$ cat src/rtl/mccu_pkg.sv
// Shared definitions for the handshaking multicycle MIPS control unit:
// state encodings, opcode/func fields, ALU codes, datapath select codes
// and the decoded instruction-class record.
package mccu_pkg;

   // FSM state encodings (6 and 7 are unreachable and behave as IF)
   localparam logic [2:0] S_IF  = 3'd0;
   localparam logic [2:0] S_ID  = 3'd1;
   localparam logic [2:0] S_EXE = 3'd2;
   localparam logic [2:0] S_MEM = 3'd3;
   localparam logic [2:0] S_WB  = 3'd4;
   localparam logic [2:0] S_ERR = 3'd5;

   // Primary opcodes, inst[31:26]
   localparam logic [5:0] OP_RTYPE = 6'b000000;
   localparam logic [5:0] OP_J     = 6'b000010;
   localparam logic [5:0] OP_JAL   = 6'b000011;
   localparam logic [5:0] OP_BEQ   = 6'b000100;
   localparam logic [5:0] OP_BNE   = 6'b000101;
   localparam logic [5:0] OP_ADDI  = 6'b001000;
   localparam logic [5:0] OP_ANDI  = 6'b001100;
   localparam logic [5:0] OP_ORI   = 6'b001101;
   localparam logic [5:0] OP_XORI  = 6'b001110;
   localparam logic [5:0] OP_LUI   = 6'b001111;
   localparam logic [5:0] OP_LW    = 6'b100011;
   localparam logic [5:0] OP_SW    = 6'b101011;

   // R-type function codes, inst[5:0]
   localparam logic [5:0] FN_ADD = 6'b100000;
   localparam logic [5:0] FN_SUB = 6'b100010;
   localparam logic [5:0] FN_AND = 6'b100100;
   localparam logic [5:0] FN_OR  = 6'b100101;
   localparam logic [5:0] FN_XOR = 6'b100110;
   localparam logic [5:0] FN_SLL = 6'b000000;
   localparam logic [5:0] FN_SRL = 6'b000010;
   localparam logic [5:0] FN_SRA = 6'b000011;
   localparam logic [5:0] FN_JR  = 6'b001000;

   // ALU operation codes
   localparam logic [3:0] ALU_ADD = 4'b0000;
   localparam logic [3:0] ALU_SUB = 4'b0100;
   localparam logic [3:0] ALU_AND = 4'b0001;
   localparam logic [3:0] ALU_OR  = 4'b0101;
   localparam logic [3:0] ALU_XOR = 4'b0010;
   localparam logic [3:0] ALU_LUI = 4'b0110;
   localparam logic [3:0] ALU_SLL = 4'b0011;
   localparam logic [3:0] ALU_SRL = 4'b0111;
   localparam logic [3:0] ALU_SRA = 4'b1111;

   // ALU B-operand selects
   localparam logic [1:0] BSEL_REGB  = 2'b00;
   localparam logic [1:0] BSEL_FOUR  = 2'b01;
   localparam logic [1:0] BSEL_IMM   = 2'b10;
   localparam logic [1:0] BSEL_BROFF = 2'b11;

   // Next-PC selects
   localparam logic [1:0] PCS_ALU  = 2'b00;
   localparam logic [1:0] PCS_REGC = 2'b01;
   localparam logic [1:0] PCS_QA   = 2'b10;
   localparam logic [1:0] PCS_JPC  = 2'b11;

   // One-hot instruction class; all zero means an unsupported encoding
   typedef struct packed {
      logic rAdd;
      logic rSub;
      logic rAnd;
      logic rOr;
      logic rXor;
      logic rSll;
      logic rSrl;
      logic rSra;
      logic rJr;
      logic iAddi;
      logic iAndi;
      logic iOri;
      logic iXori;
      logic iLui;
      logic iLw;
      logic iSw;
      logic iBeq;
      logic iBne;
      logic jJ;
      logic jJal;
   } instr_t;

   // ALU operation used in EXE for a decoded instruction
   function automatic logic [3:0] aluOp(input instr_t c);
      logic [3:0] r;
      r = ALU_ADD;
      if (c.rSub || c.iBeq || c.iBne) r = ALU_SUB;
      else if (c.rAnd || c.iAndi)     r = ALU_AND;
      else if (c.rOr  || c.iOri)      r = ALU_OR;
      else if (c.rXor || c.iXori)     r = ALU_XOR;
      else if (c.iLui)                r = ALU_LUI;
      else if (c.rSll)                r = ALU_SLL;
      else if (c.rSrl)                r = ALU_SRL;
      else if (c.rSra)                r = ALU_SRA;
      return r;
   endfunction

endpackage

$ cat src/rtl/mccu_decode.sv
// Combinational instruction decoder: turns op/func into one-hot
// instruction classes and a flag saying the encoding is supported.
module mccu_decode
   import mccu_pkg::*;
(
   input  logic [5:0] i_op,
   input  logic [5:0] i_func,
   output instr_t     o_cls,
   output logic       o_legal
);

   // Map the opcode (and func for R-type) onto exactly one class bit
   always_comb begin
      o_cls = '0;
      case (i_op)
         OP_RTYPE: begin
            case (i_func)
               FN_ADD:  o_cls.rAdd = 1'b1;
               FN_SUB:  o_cls.rSub = 1'b1;
               FN_AND:  o_cls.rAnd = 1'b1;
               FN_OR:   o_cls.rOr  = 1'b1;
               FN_XOR:  o_cls.rXor = 1'b1;
               FN_SLL:  o_cls.rSll = 1'b1;
               FN_SRL:  o_cls.rSrl = 1'b1;
               FN_SRA:  o_cls.rSra = 1'b1;
               FN_JR:   o_cls.rJr  = 1'b1;
               default: o_cls = '0;
            endcase
         end
         OP_ADDI: o_cls.iAddi = 1'b1;
         OP_ANDI: o_cls.iAndi = 1'b1;
         OP_ORI:  o_cls.iOri  = 1'b1;
         OP_XORI: o_cls.iXori = 1'b1;
         OP_LUI:  o_cls.iLui  = 1'b1;
         OP_LW:   o_cls.iLw   = 1'b1;
         OP_SW:   o_cls.iSw   = 1'b1;
         OP_BEQ:  o_cls.iBeq  = 1'b1;
         OP_BNE:  o_cls.iBne  = 1'b1;
         OP_J:    o_cls.jJ    = 1'b1;
         OP_JAL:  o_cls.jJal  = 1'b1;
         default: o_cls = '0;
      endcase
   end

   assign o_legal = |o_cls;

endmodule

$ cat src/rtl/mccu_hs.sv
// Multicycle MIPS control unit with a ready-based memory handshake,
// a per-access bus watchdog and sticky illegal-opcode / bus-error traps.
// Only the state, wait counter and error flags are registered; every
// control output is decoded combinationally from the current state.
module mccu_hs
   import mccu_pkg::*;
#(
   parameter int MEM_HANDSHAKE = 1,
   parameter int TIMEOUT       = 16,
   parameter int TO_W          = 8
)(
   input  logic       clock,
   input  logic       resetn,
   input  logic [5:0] op,
   input  logic [5:0] func,
   input  logic       z,
   input  logic       mem_ready,
   output logic       mem_req,
   output logic       wpc,
   output logic       wir,
   output logic       wmem,
   output logic       wreg,
   output logic       iord,
   output logic       regrt,
   output logic       m2reg,
   output logic       shift,
   output logic       selpc,
   output logic       jal,
   output logic       sext,
   output logic [3:0] aluc,
   output logic [1:0] alusrcb,
   output logic [1:0] pcsource,
   output logic [2:0] state,
   output logic       bus_err,
   output logic       ill_op
);

   logic [2:0]      r_state;
   logic [TO_W-1:0] r_waitCnt;
   logic            r_busErr;
   logic            r_illOp;

   instr_t          w_cls;
   logic            w_legal;
   logic            w_rdy;
   logic            w_memAccess;
   logic            w_trip;
   logic            w_iType;
   logic            w_branch;
   logic [2:0]      w_next;
   logic            w_wpc;
   logic            w_wir;
   logic            w_wmem;
   logic            w_wreg;

   mccu_decode u_decode (
      .i_op    (op),
      .i_func  (func),
      .o_cls   (w_cls),
      .o_legal (w_legal)
   );

   // Without the handshake the memory is assumed to finish every access at once
   assign w_rdy = (MEM_HANDSHAKE != 0) ? mem_ready : 1'b1;

   // IF and MEM are the only states that talk to memory; the unreachable
   // encodings 6 and 7 behave as IF and so count as a memory access too
   assign w_memAccess = (r_state == S_IF) || (r_state == S_MEM) || (r_state > S_ERR);

   // The watchdog fires on the last allowed wait cycle; a ready on that cycle wins
   assign w_trip = (TIMEOUT != 0) && w_memAccess && !w_rdy &&
                   (r_waitCnt == TO_W'(TIMEOUT - 1));

   assign w_iType  = w_cls.iAddi | w_cls.iAndi | w_cls.iOri | w_cls.iXori |
                     w_cls.iLui  | w_cls.iLw   | w_cls.iSw;
   assign w_branch = w_cls.iBeq | w_cls.iBne;

   // Per-state control decode and next-state selection
   always_comb begin
      w_next   = r_state;
      mem_req  = 1'b0;
      w_wpc    = 1'b0;
      w_wir    = 1'b0;
      w_wmem   = 1'b0;
      w_wreg   = 1'b0;
      iord     = 1'b0;
      regrt    = 1'b0;
      m2reg    = 1'b0;
      shift    = 1'b0;
      selpc    = 1'b0;
      jal      = 1'b0;
      sext     = 1'b0;
      aluc     = ALU_ADD;
      alusrcb  = BSEL_REGB;
      pcsource = PCS_ALU;
      case (r_state)
         S_ID: begin
            selpc   = 1'b1;
            alusrcb = BSEL_BROFF;
            if (w_cls.jJ || w_cls.jJal) begin
               w_wpc    = 1'b1;
               pcsource = PCS_JPC;
               w_wreg   = w_cls.jJal;
               jal      = w_cls.jJal;
               w_next   = S_IF;
            end else if (w_cls.rJr) begin
               w_wpc    = 1'b1;
               pcsource = PCS_QA;
               w_next   = S_IF;
            end else if (!w_legal) begin
               w_next = S_ERR;
            end else begin
               w_next = S_EXE;
            end
         end
         S_EXE: begin
            sext  = w_cls.iAddi | w_cls.iLw | w_cls.iSw | w_branch;
            shift = w_cls.rSll | w_cls.rSrl | w_cls.rSra;
            aluc  = aluOp(w_cls);
            if (w_iType) alusrcb = BSEL_IMM;
            if (w_branch) begin
               alusrcb  = BSEL_REGB;
               w_wpc    = (w_cls.iBeq & z) | (w_cls.iBne & ~z);
               pcsource = PCS_REGC;
               w_next   = S_IF;
            end else if (w_cls.iLw || w_cls.iSw) begin
               w_next = S_MEM;
            end else begin
               w_next = S_WB;
            end
         end
         S_MEM: begin
            mem_req = 1'b1;
            iord    = 1'b1;
            w_wmem  = w_cls.iSw;
            if (w_rdy)       w_next = w_cls.iLw ? S_WB : S_IF;
            else if (w_trip) w_next = S_ERR;
         end
         S_WB: begin
            w_wreg = 1'b1;
            regrt  = w_iType;
            m2reg  = w_cls.iLw;
            w_next = S_IF;
         end
         S_ERR: begin
            w_next = S_ERR;
         end
         default: begin
            mem_req = 1'b1;
            selpc   = 1'b1;
            alusrcb = BSEL_FOUR;
            w_wir   = w_rdy;
            w_wpc   = w_rdy;
            if (w_rdy)       w_next = S_ID;
            else if (w_trip) w_next = S_ERR;
         end
      endcase
   end

   // State register and wait counter; the counter restarts on every new access
   always_ff @(posedge clock or negedge resetn) begin
      if (!resetn) begin
         r_state   <= S_IF;
         r_waitCnt <= '0;
      end else begin
         r_state <= w_next;
         if ((TIMEOUT != 0) && w_memAccess && !w_rdy && !w_trip)
            r_waitCnt <= r_waitCnt + TO_W'(1);
         else
            r_waitCnt <= '0;
      end
   end

   // Sticky error flags, cleared only by reset
   always_ff @(posedge clock or negedge resetn) begin
      if (!resetn) begin
         r_busErr <= 1'b0;
         r_illOp  <= 1'b0;
      end else begin
         if (w_trip)
            r_busErr <= 1'b1;
         if ((r_state == S_ID) && !w_legal)
            r_illOp <= 1'b1;
      end
   end

   // Write enables are held off while reset is asserted
   assign wpc  = w_wpc  & resetn;
   assign wir  = w_wir  & resetn;
   assign wmem = w_wmem & resetn;
   assign wreg = w_wreg & resetn;

   assign state   = r_state;
   assign bus_err = r_busErr;
   assign ill_op  = r_illOp;

endmodule
$ cat config.mk
export PLATFORM = sky130hd
export DESIGN_NAME = mccu_hs
export DESIGN_NICKNAME = d
export VERILOG_FILES = /design/src/rtl/mccu_pkg.sv /design/src/rtl/mccu_decode.sv /design/src/rtl/mccu_hs.sv
export SDC_FILE = /design/constraint.sdc
export NUM_CORES = 1
export LEC_CHECK = 0
export BUFFER_PORTS_ARGS = -buffer_cell sky130_fd_sc_hd__buf_2
export CORE_ASPECT_RATIO = 1.2
export CORE_UTILIZATION = 45
export DETAILED_ROUTE_END_ITERATION = 10
export PLACE_DENSITY = 0.82
export SYNTH_ARGS = -nofsm -noshare
export SYNTH_HDL_FRONTEND = slang
export SYNTH_SLANG_ARGS = --single-unit
$ cat constraint.sdc
create_clock -name clock -period 2.76 [get_ports clock]
set_input_delay 0.552 -clock clock [delete_from_list [all_inputs] [get_ports clock]]
set_output_delay 0.552 -clock clock [all_outputs]
set_load 0.02 [all_outputs]
# After elaboration in Yosys (flattened, before gate mapping)
# Index checks and enable logic that the tools add are counted.
# totals
output_inout_bits,25
wordCells,139
input_bits,16
register_bits,13
rom_bits,0
memories,0
ram_bits,0
latchBits,0
# op_classes
bitwise_logic,20
mul,0
div_mod_pow,0
n_shift,0
eq_ne,25
reduce_logical,24
magnitude_cmp,1
add_sub_neg,1
muxes,64
# ops
op,count
6-bit equality test (second input constant),7
6-bit by 4-bit equality test with 1-bit output (second input constant),6
4-bit 2-to-1 mux,9
1-bit 2-to-1 mux,35
3-bit 2-to-1 mux,9
6-bit by 2-bit equality test with 1-bit output (second input constant),4
20-bit OR reduction,1
3-bit one-hot mux with 5 select lines,1
1-bit OR,13
6-bit by 3-bit equality test with 1-bit output (second input constant),2
6-bit zero test,2
1-bit logical OR,9
9-bit 2-to-1 mux,1
8-bit by 1-bit adder with 8-bit output (second input constant),1
8-bit by 4-bit equality test with 1-bit output (second input constant),1
2-bit 2-to-1 mux,4
8-bit 2-to-1 mux,1
4-bit OR reduction,2
1-bit AND,6
3-bit by 2-bit equality test with 1-bit output (second input constant),2
3-bit equality test (second input constant),2
2-bit one-hot mux with 3 select lines,1
5-bit OR reduction,1
1-bit logical AND,4
other kinds (9),11

# Logic depth before layout (Yosys ltp)
# Gate-level depths: netlist of the first run.
# logic_depth
word_depth,12
mapped_depth,6
depth_no_buf,6

# Modules after synthesis
# A second synthesis of the first run with hierarchy kept.
# unflattened
hier_cells,174
area_unflattened_um2,1271.2
# modules_own_cells
mod,cells_per_inst,instances,area_per_inst_um2,seq_area_each_um2
mccu_hs,121,1,958.4,325.3
mccu_decode,53,1,312.8,0.0

# Worst setup path before layout of the first run
# OpenSTA, ideal clock, no wires.
# synth_path
path_type,input-to-output
startpoint,input port op[1]
endpoint,output port aluc[2]
path_buffers,1
path_slack_ps,250
cell_stages,6
t_required_ps,2208
t_arrival_ps,1958
cell_sequence,buf_6 > nor4_1 > and2_1 > nand3_1 > a21o_1 > a31oi_1
# synth_via
elab_chain_len,11
word_cells_on_any_way,28
classes_between,eq/ne (6); mux (16); reduce/logical (6)
# synth_rtl
item,line,source
"start, declared",mccu_hs.sv:14,"input logic [5:0] op,"
6-bit zero test,mccu_decode.sv:15,case (i_op)
9-bit 2-to-1 mux,mccu_decode.sv:15,
4-bit 2-to-1 mux,mccu_pkg.sv:97,else if (c.rSra) r = ALU_SRA;
4-bit 2-to-1 mux,mccu_pkg.sv:96,else if (c.rSrl) r = ALU_SRL;
4-bit 2-to-1 mux,mccu_pkg.sv:95,else if (c.rSll) r = ALU_SLL;
4-bit 2-to-1 mux,mccu_pkg.sv:94,else if (c.iLui) r = ALU_LUI;
4-bit 2-to-1 mux,mccu_pkg.sv:93,else if (c.rXor || c.iXori) r = ALU_XOR;
4-bit 2-to-1 mux,mccu_pkg.sv:92,else if (c.rOr || c.iOri) r = ALU_OR;
4-bit 2-to-1 mux,mccu_pkg.sv:91,else if (c.rAnd || c.iAndi) r = ALU_AND;
4-bit 2-to-1 mux *,mccu_pkg.sv:90,if (c.rSub || c.iBeq || c.iBne) r = ALU_SUB;
4-bit 2-to-1 mux *,mccu_hs.sv:96,case (r_state)
"end, declared",mccu_hs.sv:30,"output logic [3:0] aluc,"
# Every way passes the cells marked *; elsewhere a longest branch is shown, timed or not.

# Worst setup path after layout of the first run
# layout_path
startpoint,input port op[3]
endpoint,output port aluc[0]
# The elaborated chain is that of the path after synthesis.

==> metrics, run 1 <==
worst slew pin tran=0.454 ns; Cell variety after synth=43; leakage=0.000692 uW; peak supply drop=0.466 mV; slew margin rel.=0.696; Clk pwr share=0.130; outcome=finished clean; DR WL/cell=between 10 and 15 um; Cell Area, Synth=approximately 1200 sq um; gp weighted congestion=0.868; CP peak stage delay=0.56 ns; CTS tree=built; post-layout minimum cycle time=2.60 ns; total CTS buffers=3; half-perimeter wire length after placement=2360 um; # IOs=41; number of register bits inferred by synthesis=13; vias in the first global route=~1200; unrepaired setup endpoints after global routing=no; final period utilization=0.943; post-synth top area share=0.260; die area=~3000 sq um; maxcap violations=0; Cell Pwr Density=610 nW/um^2; sequential fraction of the synthesis area=0.260; Iter 0 DRT Violations=31; Total GRT Usage=0.216; largest net degree at the start of global routing=18; syn_nets=roughly 190; WP data required=2.21 ns; highest-count cells in the layout ignoring fill and taps=40 x buf_2, 28 x nor2_1, 15 x nand2_1; Slew Limit Fails=0; Initial Utilization=0.485; ys flop type=dfrtp_1; post-placement cell area=1460 sq um; row count=20; EDFF count, synth=0; Root Driver=clkbuf_4; first-pass GRT wire length=5040 um; DIE WIDTH=50.1 um; Comb power frac=0.566; worst setup path category=in -> out; yosys warns=0; # setup viols final=0; Slowest-stage cell, CP=or4_4; number of antenna violations at the first check in global routing=0; total power draw=between 900 and 1000 uW; setup tns final=0 ns; synthesis-to-finish area growth=18.9%; sw frac=0.491; async set-reset flop share out of synthesis=1.00; layout cell share with drive strength beyond 1=0.266; Worst Clk Skew=0.00128 ns; CORE AREA=2580 sq um; # DRC=0; endpoint class of the critical path=primary output; clock latency on the worst-skew pair=0.28 ns; fin area=1490 sq um; vias per std cell=5.79; Critical Path Source Type=input pin; Internal=461 uW; antenna-violating nets left=0; DIE HEIGHT=59.7 um; maximum clock rate=384 MHz; H-tree depth=1; worst hold path type=in -> async; Hold Slack=about 0.17 ns; total global routing overflow=0; Routed WL=between 3000 and 4000 um; Port Buffer Count=40; Syn Inst Count=171; Reg power frac=0.304; cts-stage hold buffer count=0; Clock transition at path regs=around 0.080 ns; routed via count=1390; drt first pass iters=4; final hold vios=0; Arrival @ worst endpoint=a little over 2 ns; Ant. Diodes=0; Syn Area/Cell=approximately 7.3 sq um; Net Switching=445 uW; Max FO, Critical Path=12; Filler cells=260; Nets=roughly 230; clk sinks=13; most common cell after layout, fill and taps aside=buf_2; top post-synthesis cells by area=dfrtp_1 26%, nor2_1 8.4%, nand2_1 4.5%, a21oi_1 3.6%, o21ai_0 3.6%; largest area contributor in the netlist=dfrtp_1; CP cell instances=buf_2 -> or4_4 -> nor3b_4 -> nand3b_1 -> a31oi_1 -> buf_2; CP most frequent cell=buf_2; maximum clock path buffer count=2
[repair_timing]
action	in CTS	in global routing
setup buffers	0	0
endpoints found under the setup margin	0	1
resized for setup	0	1
[cell usage after synthesis, types with 2 or more instances]
| library cell | n |
|---|---|
| nor2_1 | 28 |
| nand2_1 | 15 |
| dfrtp_1 | 13 |
| a21oi_1 | 9 |
| o21ai_0 | 9 |
| inv_1 | 8 |
| clkbuf_1 | 7 |
| a31oi_1 | 6 |
| nand2b_1 | 6 |
| nand3_1 | 5 |
| nand3b_1 | 5 |
| nor3_1 | 5 |
| nor4_1 | 5 |
| nand4_1 | 4 |
| nor2b_1 | 4 |
| xor2_1 | 4 |
| and3_1 | 3 |
| xnor2_1 | 3 |
| a211oi_1 | 2 |
| and2_1 | 2 |
| ha_1 | 2 |
| nand4b_1 | 2 |
| nor3b_1 | 2 |
| or2_2 | 2 |
| or3_1 | 2 |
[layout make-up]
class	instances	area (sq um)	share of cell area
flip-flops and latches	13	325	0.219
repair buffers	41	208	0.140
multi-input cells	141	856	0.576
inverters	8	30.0	0.0202
well taps	33	41.3	0.0278
clock buffers	4	26.3	0.0177
[critical path: cells and delay by family]
family | cells | cell delay [ns]
buffers and inverters | 2 | 0.36
and+or+nand+nor | 3 | 0.96
AOI/OAI and AO/OA | 1 | 0.17
[per-stage QoR]
step | util | std cells | worst slack (ns)
final | 0.577 | 240 | 0.158
after global routing | 0.577 | 240 | 0.0581
after CTS | 0.575 | 240 | 0.167
after detailed placement | 0.565 | 236 | 0.181
after global placement | 0.565 | 236 | 0.235
after floorplan | - | 171 | 0.250
[power by group through the flow]
stage	clock network, uW	logic, uW	registers, uW
floorplan	0	387	260
global placement	0	500	278
detailed placement	0	511	280
CTS	121	515	275
global route	130	567	282
finish	118	513	276
[worst paths after layout]
kind | startpoint | end | slack [ns] | cells after the start
worst max-delay path | op[3] | aluc[0] | 0.16 | 6
worst min-delay path | resetn | state[0] | 0.17 | 1
worst max register to register | state[1] | state[0] | 0.98 | 4
worst min register to register | ill_op | ill_op | 0.47 | 1
max in group asynchronous | resetn | r_waitCnt[7] | 2.33 | 1
min in group clock | ill_op | ill_op | 0.47 | 1
[per-layer routing]
| metal | track usage | share of wire | wire (um) |
|---|---|---|---|
| met1 | 0.264 | 0.45 | 1370 |
| met3 | 0.0178 | 0.054 | 166 |
| met5 | 0 | 0 | 0 |
| met2 | 0.381 | 0.48 | 1470 |
| met4 | 0.102 | 0.022 | 67 |
[state kept, by name (all words and copies together), names as in the netlist]
| signal | count |
|---|---|
| ill_op | 1 |
| r_waitCnt | 8 |
| state | 3 |
| bus_err | 1 |
[kinds of logic (layout without fill, tap and decap cells)]
group                      count (synthesis)  in the layout  share of synthesized area
AOI/OAI and AO/OA                         36             36                      0.195
and+or+nand+nor                           95             95                      0.408
DFF                                       13             13                      0.260
xor gates and xnor gates                   7              7                     0.0491
muxes                                      1              1                    0.00901
adders and majority gates                  2              2                     0.0200
buffers and inverters                     17             53                     0.0581
Note: power is estimated with default switching activity, not from simulation.
==> inputs of run 2 (changes only) <==
CORE_ASPECT_RATIO = 0.8   (was 1.2)
CTS_BUF_LIST = sky130_fd_sc_hd__clkbuf_4   (was default)
==> run 2 against run 1 <==
  * Sequential power hardly changed
  * Cell area up 0.50%
  * Combinational power about the same
  * Clock power is 6% higher
  * Via count fell by 1.9%
  * Maximum frequency increased by 2.8%
  * Critical path type unchanged
  * Largest cell class unchanged
==> metrics, run 2 (synthesized netlist as in run 1, its figures left out) <==
CTS tree=built; crit path capture=aluc[0]; leakage=0.000695 uW; # setup viols final=0; vias in the first global route=1115; unrepaired setup endpoints after global routing=no; WP data required=2.21 ns; post-layout minimum cycle time=2.53 ns; outcome=finished clean; max reg flops=8; fin area=roughly 1500 sq um; Max FO, Critical Path=12; worst hold path type=in -> async; DIE WIDTH=approximately 60 um; maxcap violations=0; Iter 0 DRT Violations=72; Placed Cells=239; total global routing overflow=0; # IOs=41; H-tree depth=1; CP cell instances=buf_2 -> or4_4 -> nor3b_4 -> nand3b_1 -> a31oi_1 -> buf_2; Crit path depth=6; clock latency on the worst-skew pair=0.27 ns; DIE HEIGHT=49.1 um; synthesis-to-finish area growth=19.5%; Core Util, Final=0.588; Largest delay share family, worst path=simple AND/OR/NAND/NOR gates; Multi-input gate area=856 sq um; endpoint class of the critical path=primary output; layout cell share with drive strength beyond 1=0.271; number of antenna violations at the first check in global routing=0; routed via count=1363; Routed WL=3120 um; peak supply drop=approximately 0.3 mV; half-perimeter wire length after placement=2390 um; r2r worst-path depth=4; final hold vios=0; R2R setup slack=0.96 ns; maximum clock rate=around 390 MHz; Worst Clk Skew=0.00297 ns; die area=2990 sq um; # DRC=0; gp weighted congestion=0.848; maximum clock path buffer count=2; worst slew pin tran=0.494 ns; critical register-to-register path endpoint=state[0]; first-pass GRT wire length=~5100 um; CP peak stage delay=around 0.57 ns; row count=16; Initial Utilization=0.492; antenna-violating nets left=0; Hold Slack=0.173 ns; CORE AREA=~2500 sq um; Clock transition at path regs=0.08 ns; slew margin rel.=0.671; Total GRT Usage=0.223; Ant. Diodes=0; largest net degree at the start of global routing=18; highest-count cells in the layout ignoring fill and taps=40 x buf_2, 28 x nor2_1, 15 x nand2_1; setup tns final=0 ns; worst r2r src=state[1]; Port Buffer Count=40; Slowest-stage cell, CP=or4_4; Setup Fix Bufs, Post-CTS=0; Slew Limit Fails=0; drt first pass iters=4; worst setup path category=in -> out; Critical Path Source Type=input pin; vias per std cell=roughly 5.6; most common cell after layout, fill and taps aside=buf_2; Critical path origin=op[3]; final period utilization=0.917; total CTS buffers=3; Nets=around 230; Crit path buffers/inverters=2; Root Driver=clkbuf_4; post-placement cell area=between 1000 and 1500 sq um; Non-Filler Instances=243; Arrival @ worst endpoint=1.98 ns; Cell Pwr Density=615 nW/um^2; CP most frequent cell=buf_2; Filler cells=255; Top reg by flops=r_waitCnt; DR WL/cell=12.8 um; FF+latch area=roughly 330 sq um; clk sinks=13
==> run 2: final cells by class <==
| class | count | area share |
|---|---|---|
| clock buffer | 4 | 0.0201 |
| inverter | 8 | 0.0201 |
| multi-input combinational | 141 | 0.573 |
| tap | 36 | 0.0302 |
| timing repair buffer | 41 | 0.139 |
| sequential | 13 | 0.218 |
==> run 2: power by group <==
group / total, uW / switching, uW / internal (uW)
clock network: 125 / 59.5 / 65.8
registers: 279 / 63.6 / 216
logic: 514 / 324 / 190
==> run 2: worst min-delay path by stage <==
stage                        end  slack, ns  cells after the start
global placement    r_waitCnt[0]       0.44                      1
finish              r_waitCnt[5]       0.17                      1
detailed placement        ill_op       0.45                      1
floorplan                bus_err       0.26                      0
CTS                 r_waitCnt[5]       0.18                      1
global route        r_waitCnt[4]       0.18                      1
==> run 2: metrics by stage <==
stage | setup slack, ns | power (uW)
finish | 0.228 | 919
global route | 0.0590 | 1000
CTS | 0.183 | 921
detailed placement | 0.242 | 795
global placement | 0.277 | 789
floorplan | 0.250 | 647
==> run 2: layer usage <==
layer | global-route usage | wire length [um] | share of wire
met5 | 0 | 0 | 0
met4 | 0.0227 | 12 | 0.0038
met3 | 0.0451 | 211 | 0.068
met2 | 0.304 | 1350 | 0.43
met1 | 0.369 | 1550 | 0.50
==> run 2: timing repair <==
| item | in CTS | in global routing |
|---|---|---|
| setup endpoints to repair | 0 | 1 |
| endpoints found under the hold margin | 0 | 0 |
| hold buffers | 0 | 0 |
| gates resized for setup | 0 | 1 |
==> inputs of run 3 (changes only) <==
CORE_ASPECT_RATIO = default   (was 0.8)
CORE_UTILIZATION = 56   (was 45)
PLACE_DENSITY = 0.95   (was 0.82)
SLEW_MARGIN = 20   (was default)
==> run 3 against run 2 <==
  * Core utilization increased by 15 points
  * Clock skew is 0.00053 ns lower
  * Sequential cell count unchanged
  * Sequential power about the same
  * Maximum frequency decreased by 0.45%
  * Largest cell class unchanged
==> metrics, run 3 (synthesized netlist as in run 1, its figures left out) <==
outcome=finished clean; Port Buffer Count=40; FF+latch area=approximately 330 sq um; antenna-violating nets left=0; cts-stage hold buffer count=0; final worst slack=0.217 ns; vias in the first global route=1266; Ant. Diodes=0; DR WL/cell=~14 um; # setup viols final=0; CTS resizes=0; endpoint class of the critical path=primary output; setup tns final=0 ns; Worst Clk Skew=0.00244 ns; # DRC=0; half-perimeter wire length after placement=approximately 2400 um; CORE AREA=2020 sq um; Initial Utilization=0.618; Nets=225; post-layout minimum cycle time=2.54 ns; final period utilization=0.922; Filler cells=around 160; highest-count cells in the layout ignoring fill and taps=40 x buf_2, 28 x nor2_1, 15 x nand2_1; maximum clock path buffer count=2; layout cell share with drive strength beyond 1=0.272; routed via count=~1400; Cell Pwr Density=622 nW/um^2; gp weighted congestion=0.875; Setup Fix Bufs, Post-CTS=0; most common cell after layout, fill and taps aside=buf_2; first-pass GRT wire length=5300 um; Hold Slack=0.164 ns; unrepaired setup endpoints after global routing=no; row count=16; clk sinks=13; maximum clock rate=393 MHz; Slew Limit Fails=0; Max FO, Critical Path=12; Top reg by flops=r_waitCnt; CTS tree=built; final hold vios=0; maxcap violations=0; Total GRT Usage=0.283; largest net degree at the start of global routing=18; # IOs=between 40 and 50; peak supply drop=0.437 mV; die area=2430 sq um; synthesis-to-finish area growth=18.5%; Multi-input gate area=862 sq um; Iter 0 DRT Violations=63; worst setup path category=in -> out; DIE WIDTH=between 40 and 50 um; WP data required=around 2.2 ns; vias per std cell=between 6 and 7; Root Driver=clkbuf_4; H-tree depth=1; total global routing overflow=0; Clock transition at path regs=about 0.08 ns; Place WS=0.152 ns; max reg flops=8; slew margin rel.=0.681; Routed WL=3150 um; drt first pass iters=4; clock latency on the worst-skew pair=0.29 ns; DIE HEIGHT=49.2 um; worst slew pin tran=0.474 ns; post-placement cell area=1440 sq um; fin area=1480 sq um; Critical Path Source Type=input pin; leakage=0.000690 uW; total CTS buffers=3; worst hold path type=in -> async; Arrival @ worst endpoint=around 2.0 ns; number of antenna violations at the first check in global routing=0
## run 3: cell count changes in the layout (fill, tap and decap cells not counted)
cell,previous run,this run
nor4_2,0,1
buf_4,1,0
nor4_1,5,4
## run 3: critical path, stage by stage
cell	delay, ns
buf_2	0.17
nor4_2	0.46
and2_1	0.21
nand3_1	0.09
o21ai_0	0.27
a31oi_1	0.07
buf_2	0.17
## run 3: area by class of cell
cell class | instances | share of cell area
multi-input combinational | 141 | 0.582
sequential | 13 | 0.220
timing repair buffer | 40 | 0.135
tap | 27 | 0.0228
clock buffer | 4 | 0.0203
inverter | 8 | 0.0203
## run 3: final timing paths
check / startpoint / end / slack, ns / depth (start not counted)
max: op[3] / aluc[0] / 0.22 / 7
min in group clock: r_waitCnt[0] / r_waitCnt[0] / 0.45 / 1
min: resetn / state[0] / 0.16 / 1
max reg2reg: state[1] / state[0] / 0.94 / 4
max in group asynchronous: resetn / r_waitCnt[1] / 2.34 / 1
min reg2reg: r_waitCnt[0] / r_waitCnt[0] / 0.45 / 1
## run 3: metrics by stage
stage	total power, uW	util	cells
3_3_place_gp	768	0.713	229
6_report	922	0.733	233
3_5_place_dp	786	0.713	229
4_1_cts	920	0.728	233
2_1_floorplan	647	-	171
5_1_grt	988	0.733	233
## run 3: power breakdown
part / internal, uW / switching (uW)
Combinational: 190 / 323
Clock: 66.1 / 64.5
Sequential: 216 / 62.6
Total: 472 / 450
## run 3: routing by layer
| layer | up-vias | track usage | share of wire |
|---|---|---|---|
| li1 | 685 | - | - |
| met1 | 664 | 0.322 | 0.42 |
| met3 | 11 | 0.0561 | 0.059 |
| met5 | - | 0 | 0 |
| met4 | 0 | 0.157 | 0.022 |
| met2 | 67 | 0.491 | 0.50 |
